--- src/rtl/definitions.sv ---
// Shared types and constants for the instruction fetch sequencer and decode stage.
package definitions;

  typedef enum logic [2:0] {
    IDLE,
    ISSUE,
    CAPTURE,
    HOLD,
    HALT
  } fetch_state_t;

  localparam logic [2:0] OP_SB  = 3'd0;
  localparam logic [2:0] OP_LB  = 3'd1;
  localparam logic [2:0] OP_ADD = 3'd2;
  localparam logic [2:0] OP_AND = 3'd3;
  localparam logic [2:0] OP_XOR = 3'd4;
  localparam logic [2:0] OP_CPY = 3'd5;
  localparam logic [2:0] OP_SL  = 3'd6;
  localparam logic [2:0] OP_BNE = 3'd7;

  localparam int TARGET_W    = 10;
  localparam int LUT_ENTRIES = 16;

  // Absolute branch destinations selected by the low four bits of a BNE instruction.
  localparam logic [TARGET_W-1:0] BRANCH_TARGETS [LUT_ENTRIES] = '{
    10'h000, 10'h003, 10'h007, 10'h00c,
    10'h014, 10'h020, 10'h001, 10'h01e,
    10'h008, 10'h00f, 10'h019, 10'h002,
    10'h023, 10'h026, 10'h027, 10'h00a
  };

endpackage

--- src/rtl/branch_lut.sv ---
// Combinational branch target ROM indexed by the low instruction bits.
module branch_lut
  import definitions::*;
#(
  parameter int PC_W      = 10,
  parameter int LUT_IDX_W = 4
) (
  input  logic [LUT_IDX_W-1:0] idx,
  output logic [PC_W-1:0]      target
);

  assign target = PC_W'(BRANCH_TARGETS[idx]);

endmodule

--- src/rtl/fetch_unit.sv ---
// Non-pipelined instruction fetch sequencer: owns the PC, fetches from a synchronous
// ROM and hands each instruction to decode with a valid/ready handshake.
module fetch_unit
  import definitions::*;
#(
  parameter int PC_W      = 10,
  parameter int INSTR_W   = 9,
  parameter int PROG_LEN  = 1024,
  parameter int LUT_IDX_W = 4
) (
  input  logic               CLK,
  input  logic               Reset,
  input  logic               Start,
  output logic [PC_W-1:0]    imem_addr,
  input  logic [INSTR_W-1:0] imem_rdata,
  output logic [INSTR_W-1:0] instr,
  output logic [2:0]         opcode,
  output logic               instr_valid,
  input  logic               instr_ready,
  input  logic               branch,
  input  logic               bne_taken,
  output logic               Halt
);

  localparam logic [PC_W-1:0] LAST_PC = PC_W'(PROG_LEN - 1);

  fetch_state_t    state;
  logic [PC_W-1:0] pc;
  logic [PC_W-1:0] lut_target;

  branch_lut #(
    .PC_W      (PC_W),
    .LUT_IDX_W (LUT_IDX_W)
  ) u_branch_lut (
    .idx    (instr[LUT_IDX_W-1:0]),
    .target (lut_target)
  );

  assign imem_addr = pc;
  assign opcode    = instr[INSTR_W-1 -: 3];

  // instr_valid and Halt are registered alongside the state so they are pure state decodes.
  always_ff @(posedge CLK) begin
    if (Reset) begin
      state       <= IDLE;
      pc          <= '0;
      instr       <= '0;
      instr_valid <= 1'b0;
      Halt        <= 1'b0;
    end else begin
      case (state)
        IDLE: begin
          if (Start) state <= ISSUE;
        end
        ISSUE: begin
          state <= CAPTURE;
        end
        CAPTURE: begin
          instr       <= imem_rdata;
          instr_valid <= 1'b1;
          state       <= HOLD;
        end
        HOLD: begin
          if (instr_ready) begin
            instr_valid <= 1'b0;
            // A taken branch wins over end-of-program, so the last word can loop back.
            if (branch && bne_taken) begin
              pc    <= lut_target;
              state <= ISSUE;
            end else if (pc == LAST_PC) begin
              Halt  <= 1'b1;
              state <= HALT;
            end else begin
              pc    <= pc + PC_W'(1);
              state <= ISSUE;
            end
          end
        end
        HALT: begin
          state <= HALT;
        end
        default: begin
          state       <= IDLE;
          instr_valid <= 1'b0;
        end
      endcase
    end
  end

endmodule
--- config.mk ---
export PLATFORM = sky130hd
export DESIGN_NAME = fetch_unit
export DESIGN_NICKNAME = d
export VERILOG_FILES = /design/src/rtl/definitions.sv /design/src/rtl/branch_lut.sv /design/src/rtl/fetch_unit.sv
export SDC_FILE = /design/constraint.sdc
export NUM_CORES = 1
export LEC_CHECK = 0
export CORE_AREA = 2 2 55 57
export DETAILED_ROUTE_END_ITERATION = 12
export DIE_AREA = 0 0 57 59
export DONT_BUFFER_PORTS = 1
export PLACE_DENSITY = 0.69
export REMOVE_ABC_BUFFERS = 1
export SYNTH_ARGS = -nofsm -noshare
export SYNTH_HDL_FRONTEND = slang
export SYNTH_SLANG_ARGS = --single-unit
export TNS_END_PERCENT = 50
--- constraint.sdc ---
create_clock -name CLK -period 1.54 [get_ports CLK]
set_input_delay 0.462 -clock CLK [delete_from_list [all_inputs] [get_ports CLK]]
set_output_delay 0.462 -clock CLK [all_outputs]
set_load 0.005 [all_outputs]
# Word level (Yosys, flattened, before mapping)
# Memories as Yosys holds them, arrays and structs flattened.
# Index checks and enable logic that the tools add are counted.
# totals
romBits,160
word_cells,37
out_inout_bits,24
ff_bits,24
inputBits,15
memories,1
# classes
eq_ne,8
reduce_logical,7
order_cmp,1
bitwise,3
muxes,11
n_addsub,1
# memory_table
name,words,width,read_ports,rd_ports_with_merged_regs,wr,line,text
(name not given),16,10,1,0,0,branch_lut.sv:12,assign target = PC_W'(BRANCH_TARGETS[idx]);
# op_table
cell,n
two-way mux 10 bit,4
case mux 3 bit (5 select lines),1
two-way mux 3 bit,4
adder 10 x 1 -> 10 bit (second input constant),1
equality test 10 bit (second input constant),1
equality test 3 x 2 -> 1 bit (second input constant),2
!= test 2 bit (second input constant),3
>= comparator 5 bit (second input constant),1
NOT 4 -> 5 bit,1
AND reduction 2 bit,2
AND reduction 4 bit,1
equality test 3 x 1 -> 1 bit (second input constant),1
equality test 3 bit (second input constant),1
logical NOT 3 bit,1
case mux 1 bit (3 select lines),1
AND reduction 3 bit,1
OR reduction 3 bit,1
NOT 1 bit,2
logical AND 1 bit,1
two-way mux 1 bit,1

# Logic depth before layout (Yosys ltp)
# Gate-level depths: netlist of run 1.
# depth
ltp_word,5
depth_mapped,7
ltp_nobuf,6

# Cells and area by module
# From an unflattened synthesis of run 1, not the netlist that was laid out.
# unflattened
cells_unflattened,174
hier_area_um2,1475.2
# modules_own_cells
module,cells_each,seq_area_each_um2,n_inst,area_per_inst_um2
fetch_unit,142,480.5,1,1226.2
branch_lut,32,0.0,1,249.0

# Least setup slack after synthesis of run 1
# Ideal clock, no wire load.
# synth_timing
kind,input -> register
startpoint,input instr_ready
endpoint,register pc[7] (netlist: imem_addr[7])
arrival_time_ns,1.554
n_path_buf,2
required_ns,1.470
slack_ns,-0.084
path_stages,6
cell_sequence,and4b_1 > buf_6 > o31ai_2 > buf_6 > or4_1 > a21boi_1
# synth_between
elab_chain_len,1
# synth_rtl
element,line,text
from (decl),fetch_unit.sv:19,"input logic instr_ready,"
AND reduction 3 bit (no source line),n/a,
to (signal assigned),fetch_unit.sv:68,pc <= lut_target;
to (signal assigned),fetch_unit.sv:74,pc <= pc + PC_W'(1);
to (decl),fetch_unit.sv:28,logic [PC_W-1:0] pc;
# Every way passes these cells.
# A chain may end at the register's enable or synchronous reset.

# Worst setup path after layout of run 1
# layout_timing
startpoint,register pc[1] (netlist: imem_addr[1])
endpoint,register pc[7] (netlist: imem_addr[7])
# layout_between
elab_chain_len,3
word_cells_on_any_way,6
# layout_rtl
element,line
adder 10 x 1 -> 10 bit or equality test 10 bit (tied branches),"fetch_unit.sv:74, fetch_unit.sv:70"
two-way mux 10 bit or != test 2 bit (tied branches),n/a
two-way mux 10 bit or AND reduction 3 bit (tied branches),n/a
# Parallel ways exist; a longest one is shown, timed or not. The select of a mux whose other input is x is not followed.

==> run metrics, run 1 <==
failing checks=setup timing; antenna cell count=0; placed insts=195; Levels on crit path=5; Setup-failing EPs final=5; CP arrival=1.84 ns; Crit path max-delay family=simple AND/OR/NAND/NOR gates; die height=59 um; Slew headroom=0.728; cell taking the most area after synthesis=dfxtp_1; Die X-Extent=57 um; Initial DRT Pass Iterations=4; DPL Wire Length=2.26 mm; Worst Hold Class=in -> reg; global-route wire length before repair=4.85 mm; Max FO, Critical Path=5; hold path depth=1; Clock Path Buffers=2; EDFF count, synth=0; CP peak stage delay=0.51 ns; Netlist cell types=42; row count=19; reg2reg setup slack=-0.06 ns; Worst Tran Pin Value=0.408 ns; Max Fclk=0.625 GHz; synthesized cell area=1330 sq um; M1 GR Usage=0.210; most used routing layer=met2; Area Overhead vs Synth=19.5%; Min Clock Period, post-route=1.60 ns; commonest cells after routing, fill and taps aside=buf_4 (22), dfxtp_1 (21), nor2_1 (15); FFs w/ async S/R, synth=0; Initial DRC Count=66; highest-delay cell along the critical path=or4_1; crit path kind=reg -> reg; largest net degree at the start of global routing=24; CP cell instances=ha_4, nand4_1, o31ai_4, or4_1, a21boi_1; Power Density=834 nW/um^2; RSZ-0062 raised after global routing=true; dpl cell area=1480 sq um; maximum VDD drop=0.663 mV; Remaining DRCs=0; total CTS buffers=3; Synth warnings=0; Worst-path clk slew=0.14 ns; most common cell after layout, fill and taps aside=buf_4; post-route cell area=1590 sq um; final wirelength=3.15 mm; Final Max Tran Viols=0; Cells after Synth=153; vias after detailed routing=1219; vias per cell=6.06; Critical Path End Type=flop; fin cells=201; GRT overflow=0; Clock Sinks=24; Final period util=1.04; top_reg_cell synth=dfxtp_1; most area-consuming cells after synthesis=dfxtp_1 (36%), mux2i_1 (9.8%), ha_1 (4.7%); layout cells sized above 1=0.235; vias in the first global route=1167; R2R depth=5; clk root buf=clkbuf_4; Starting Density=0.491; Avg Cell Area, Syn=8.70 sq um; pre-CTS WS=-0.0790 ns; All-Layer GR Usage=0.185; DIE AREA=3360 sq um; met3 usage=0.0437; status=finished, violations left; Required @ worst endpoint=1.78 ns; register area share after synthesis=0.361; final hold viol count=0; critical path launch point type=flop; Worst-Skew Late Latency=0.32 ns; H-tree depth=1; Post-DRT Antenna Nets=0; Critical path buffers and inverters=0; # nets final=191; buffers added on ports=0; synthesized flop and latch total=24; Tot Pwr=1.33 mW; CTS tree=done; met2 Resource Use GR=0.323; setup slack after layout=-0.0596 ns; Layout Skew=0.0113 ns; Max Cap Viol=0; WL/cell=15.6 um; hold_ws=0.185 ns; initial antenna violation count=0; Final Wtd Congestion=0.893; Core Area=2710 sq um; post-synth top area share=0.361; # IOs=39; leakage=0.622 nW
-- registers in the layout, summed over array words and instances, names as in the netlist --
name and cells:
Halt 1, imem_addr 10, instr 9, instr_valid 1, state 3
-- per-layer routing --
metal	share of wire	vias to the layer above	wire length, um
li1	-	590	-
met1	0.43	583	1350
met2	0.50	40	1570
met3	0.055	6	174
met4	0.015	0	46
met5	0	-	0
-- logic make-up after synthesis --
family	share of synthesized area
compound gates	0.203
buf+inv	0.0742
fa+ha+maj	0.0470
simple gates	0.204
flops	0.361
xor+xnor	0.0132
mux	0.0977
-- worst register-to-register path: stages (launching register included) --
cell      delay, ns
dfxtp_2        0.36
ha_4           0.15
nand4_1        0.19
o31ai_4        0.13
or4_1          0.51
a21boi_1       0.17
-- power by group --
group          internal (mW)  switching (mW)
combinational         0.0965          0.0936
sequential             0.649          0.0288
clock                  0.263           0.197
-- final cells by class --
cell class | instances | area, sq um
sequential | 24 | 484
timing repair buffer | 24 | 196
inverter | 8 | 30.0
fill | 259 | 1120
multi-input combinational | 110 | 790
clock buffer | 3 | 22.5
tap | 31 | 38.8
clock inverter | 1 | 30.0
-- worst paths after layout --
check / from / end
max: imem_addr[1]$_SDFFE_PP0P_ / imem_addr[7]$_SDFFE_PP0P_
min: Reset / instr[1]$_SDFFE_PP0P_
max reg2reg: imem_addr[1]$_SDFFE_PP0P_ / imem_addr[7]$_SDFFE_PP0P_
min reg2reg: state[2]$_SDFFE_PP0P_ / state[1]$_SDFFE_PP0P_
-- Yosys cell counts, drive strengths merged (3+ instances only) --
cell type and instances:
clkbuf 5, o21ai 4, nor2 16, buf 6
inv 8, nand2b 6, and3 3, mux2i 13
dfxtp 24, a21oi 8, nand3 3, ha 5
nand2 10, nor3 3, o2111ai 4, o31ai 3
-- per-stage QoR --
step,TNS [ns],util
global placement,-0.0198,0.546
floorplan,-0.516,-
detailed placement,-0.202,0.546
CTS,-0.0110,0.568
finish,-0.136,0.587
global route,-0.726,0.587
-- timing repair --
item / 4_1_cts / 5_1_grt
hold buffers: 0 / 0
gates resized for setup: 2 / 11
endpoints found under the hold margin: 0 / 0
gates cloned: 0 / 0
setup buffers: 0 / 2
setup endpoints to repair: 6 / 11
pin swaps: 2 / 7
Power figures use the tool's default switching activity.
==> run 2, diff against run 1 <==
- CTS_CLUSTER_DIAMETER: not set -> 40
- SLEW_MARGIN: not set -> 15
==> results of run 2 <==
The final DEF is identical to that of run 1; final timing and power are the same.
==> run 3, diff against run 2 <==
- REMOVE_ABC_BUFFERS: 1 -> not set
- SETUP_SLACK_MARGIN: not set -> 0.1
==> run 3 against run 2 <==
  * The run still ends with setup timing left
  * Wire length grew 8.6%
  * Flip-flop and latch count is the same
  * Non-clock buffer count grew 3
  * Worst hold slack gained 0.0011 ns
  * Via count is essentially flat
  * Sequential power grew 0.6%
  * Worst setup slack gained 0.015 ns
  * First-iteration DRC count grew 17%
  * Die area is the same
  * Count of clock-buffer cells in the layout grew 1
  * Highest routed layer unchanged
==> run metrics, run 3 (synthesis results as in run 1) <==
max reg flops=10 (unchanged); # nets final=194 (was 191); Final period util=1.03 (was 1.04); Worst-path clk slew=0.14 ns (about the same); Power Density=742 nW/um^2 (was 834 nW/um^2); Initial DRT Pass Iterations=4 (unchanged); CTS tree=done (unchanged); maximum VDD drop=0.639 mV (was 0.663 mV); Final Max Tran Viols=0 (unchanged); All-Layer GR Usage=0.205 (was 0.185); Synth Net Count=173; placed insts=194 (was 195); largest net degree at the start of global routing=24 (unchanged); status=finished, violations left (unchanged); Post-DRT Antenna Nets=0 (unchanged); Critical Path End Type=flop (unchanged); leakage=0.648 nW (was 0.622 nW); DPL Wire Length=2.33 mm (was 2.26 mm); commonest cells after routing, fill and taps aside=buf_4 (24), dfxtp_1 (19), nor2_1 (15) (was buf_4 (22), dfxtp_1 (21), nor2_1 (15)); die height=59 um (unchanged); hold_ws=0.186 ns (was 0.185 ns); Min Clock Period, post-route=1.58 ns (was 1.60 ns); setup slack after layout=-0.0442 ns (was -0.0596 ns); clk root buf=clkbuf_4 (unchanged); FF/Latch Area=489 sq um (was 484 sq um); Final Wtd Congestion=0.851 (was 0.893); # IOs=39 (unchanged); DIE AREA=3360 sq um (unchanged); Worst-Skew Late Latency=0.31 ns (was 0.32 ns); area of the multi-input gates=851 sq um (was 790 sq um); Die X-Extent=57 um (unchanged); crit path kind=reg -> reg (unchanged); Initial DRC Count=77 (was 66); buffers added on ports=0 (unchanged); Required @ worst endpoint=1.79 ns (was 1.78 ns); Clock Path Buffers=2 (unchanged); Setup-failing EPs final=5 (unchanged); failing checks=setup timing (unchanged); Max Fclk=0.631 GHz (was 0.625 GHz); antenna cell count=0 (unchanged); final wirelength=3.42 mm (was 3.15 mm); vias in the first global route=1092 (was 1167); Slew headroom=0.730 (was 0.728); vias per cell=5.97 (was 6.06); critical path launch point type=flop (unchanged); Starting Density=0.491 (unchanged); CP arrival=1.83 ns (was 1.84 ns); Worst Tran Pin Value=0.405 ns (was 0.408 ns); layout cells sized above 1=0.324 (was 0.235); H-tree depth=1 (unchanged); vias after detailed routing=1218 (was 1219); Layout Skew=0.00248 ns (was 0.0113 ns); final hold viol count=0 (unchanged); Core Area=2710 sq um (unchanged); row count=19 (unchanged); Remaining DRCs=0 (unchanged); fin cells=204 (was 201); Worst Hold Class=in -> reg (unchanged); Clock Sinks=24 (unchanged); RSZ-0062 raised after global routing=true (unchanged); Max FO, Critical Path=6 (was 5); most common cell after layout, fill and taps aside=buf_4 (unchanged); total CTS buffers=3 (unchanged); Fill cells=231 (was 259); WL/cell=16.7 um (was 15.6 um); initial antenna violation count=0 (unchanged); Area Overhead vs Synth=25.3% (was 19.5%); GRT overflow=0 (unchanged); global-route wire length before repair=5.31 mm (was 4.85 mm); Max Cap Viol=0 (unchanged)
run 3: cell types whose count changed in the layout (fill, tap and decap cells not counted), moves of 2 or more:
cell     change
mux2i_1      -3
mux2i_2      +3
buf_4        +2
dfxtp_1      -2
ha_1         -2
run 3: power breakdown:
part / total, mW / internal [mW] / switching, mW
clock: 0.340 / 0.144 / 0.196
sequential: 0.682 / 0.649 / 0.0330
combinational: 0.215 / 0.114 / 0.100
run 3: layout make-up:
class                      count  share of cell area
sequential                    24               0.293
multi-input combinational    110               0.510
inverter                       8              0.0180
timing repair buffer          27               0.134
tap                           31              0.0233
clock buffer                   4              0.0218
run 3: layer usage:
| metal | up-vias | routed length, um | track usage |
|---|---|---|---|
| met3 | 4 | 206 | 0.0459 |
| met2 | 41 | 1730 | 0.322 |
| met5 | - | 0 | 0 |
| met4 | 0 | 38 | 0.0797 |
| met1 | 577 | 1440 | 0.277 |
| li1 | 596 | - | - |
run 3: what timing repair did:
action	in CTS	in global routing
gates resized for setup	12	17
hold endpoints to repair	0	0
pin swaps	7	21
buffers inserted	1	6
hold buffers	0	0
setup endpoints to repair	10	21
run 3: final timing paths:
check,start,to,slack [ns],cells past startpoint
worst max register to register,imem_addr[0]$_SDFFE_PP0P_,imem_addr[7]$_SDFFE_PP0P_,-0.04,5
worst min-delay path,Reset,instr[1]$_SDFFE_PP0P_,0.19,1
worst max-delay path,imem_addr[0]$_SDFFE_PP0P_,imem_addr[7]$_SDFFE_PP0P_,-0.04,5
worst min register to register,Halt$_SDFFE_PP0P_,Halt$_SDFFE_PP0P_,0.54,2
run 3: critical path, cell delays in order, from the launching register on:
cell and delay, ns:
dfxtp_2 0.38, buf_4 0.15, nand3_1 0.12, or2_4 0.29, or4_1 0.41, a21boi_1 0.18
run 3: stage by stage:
| stage | TNS (ns) | cell area (sq um) | utilization | total power [mW] | setup slack, ns |
|---|---|---|---|---|---|
| after floorplan | -0.0643 | 1330 | - | 0.833 | -0.0643 |
| after global placement | -0.00975 | 1470 | 0.543 | 0.868 | -0.00975 |
| after detailed placement | -0.00972 | 1470 | 0.543 | 0.874 | -0.00972 |
| after CTS | -0.00213 | 1560 | 0.577 | 1.22 | -0.00213 |
| after global routing | -0.544 | 1670 | 0.615 | 1.30 | -0.106 |
| final | -0.153 | 1670 | 0.615 | 1.24 | -0.0442 |
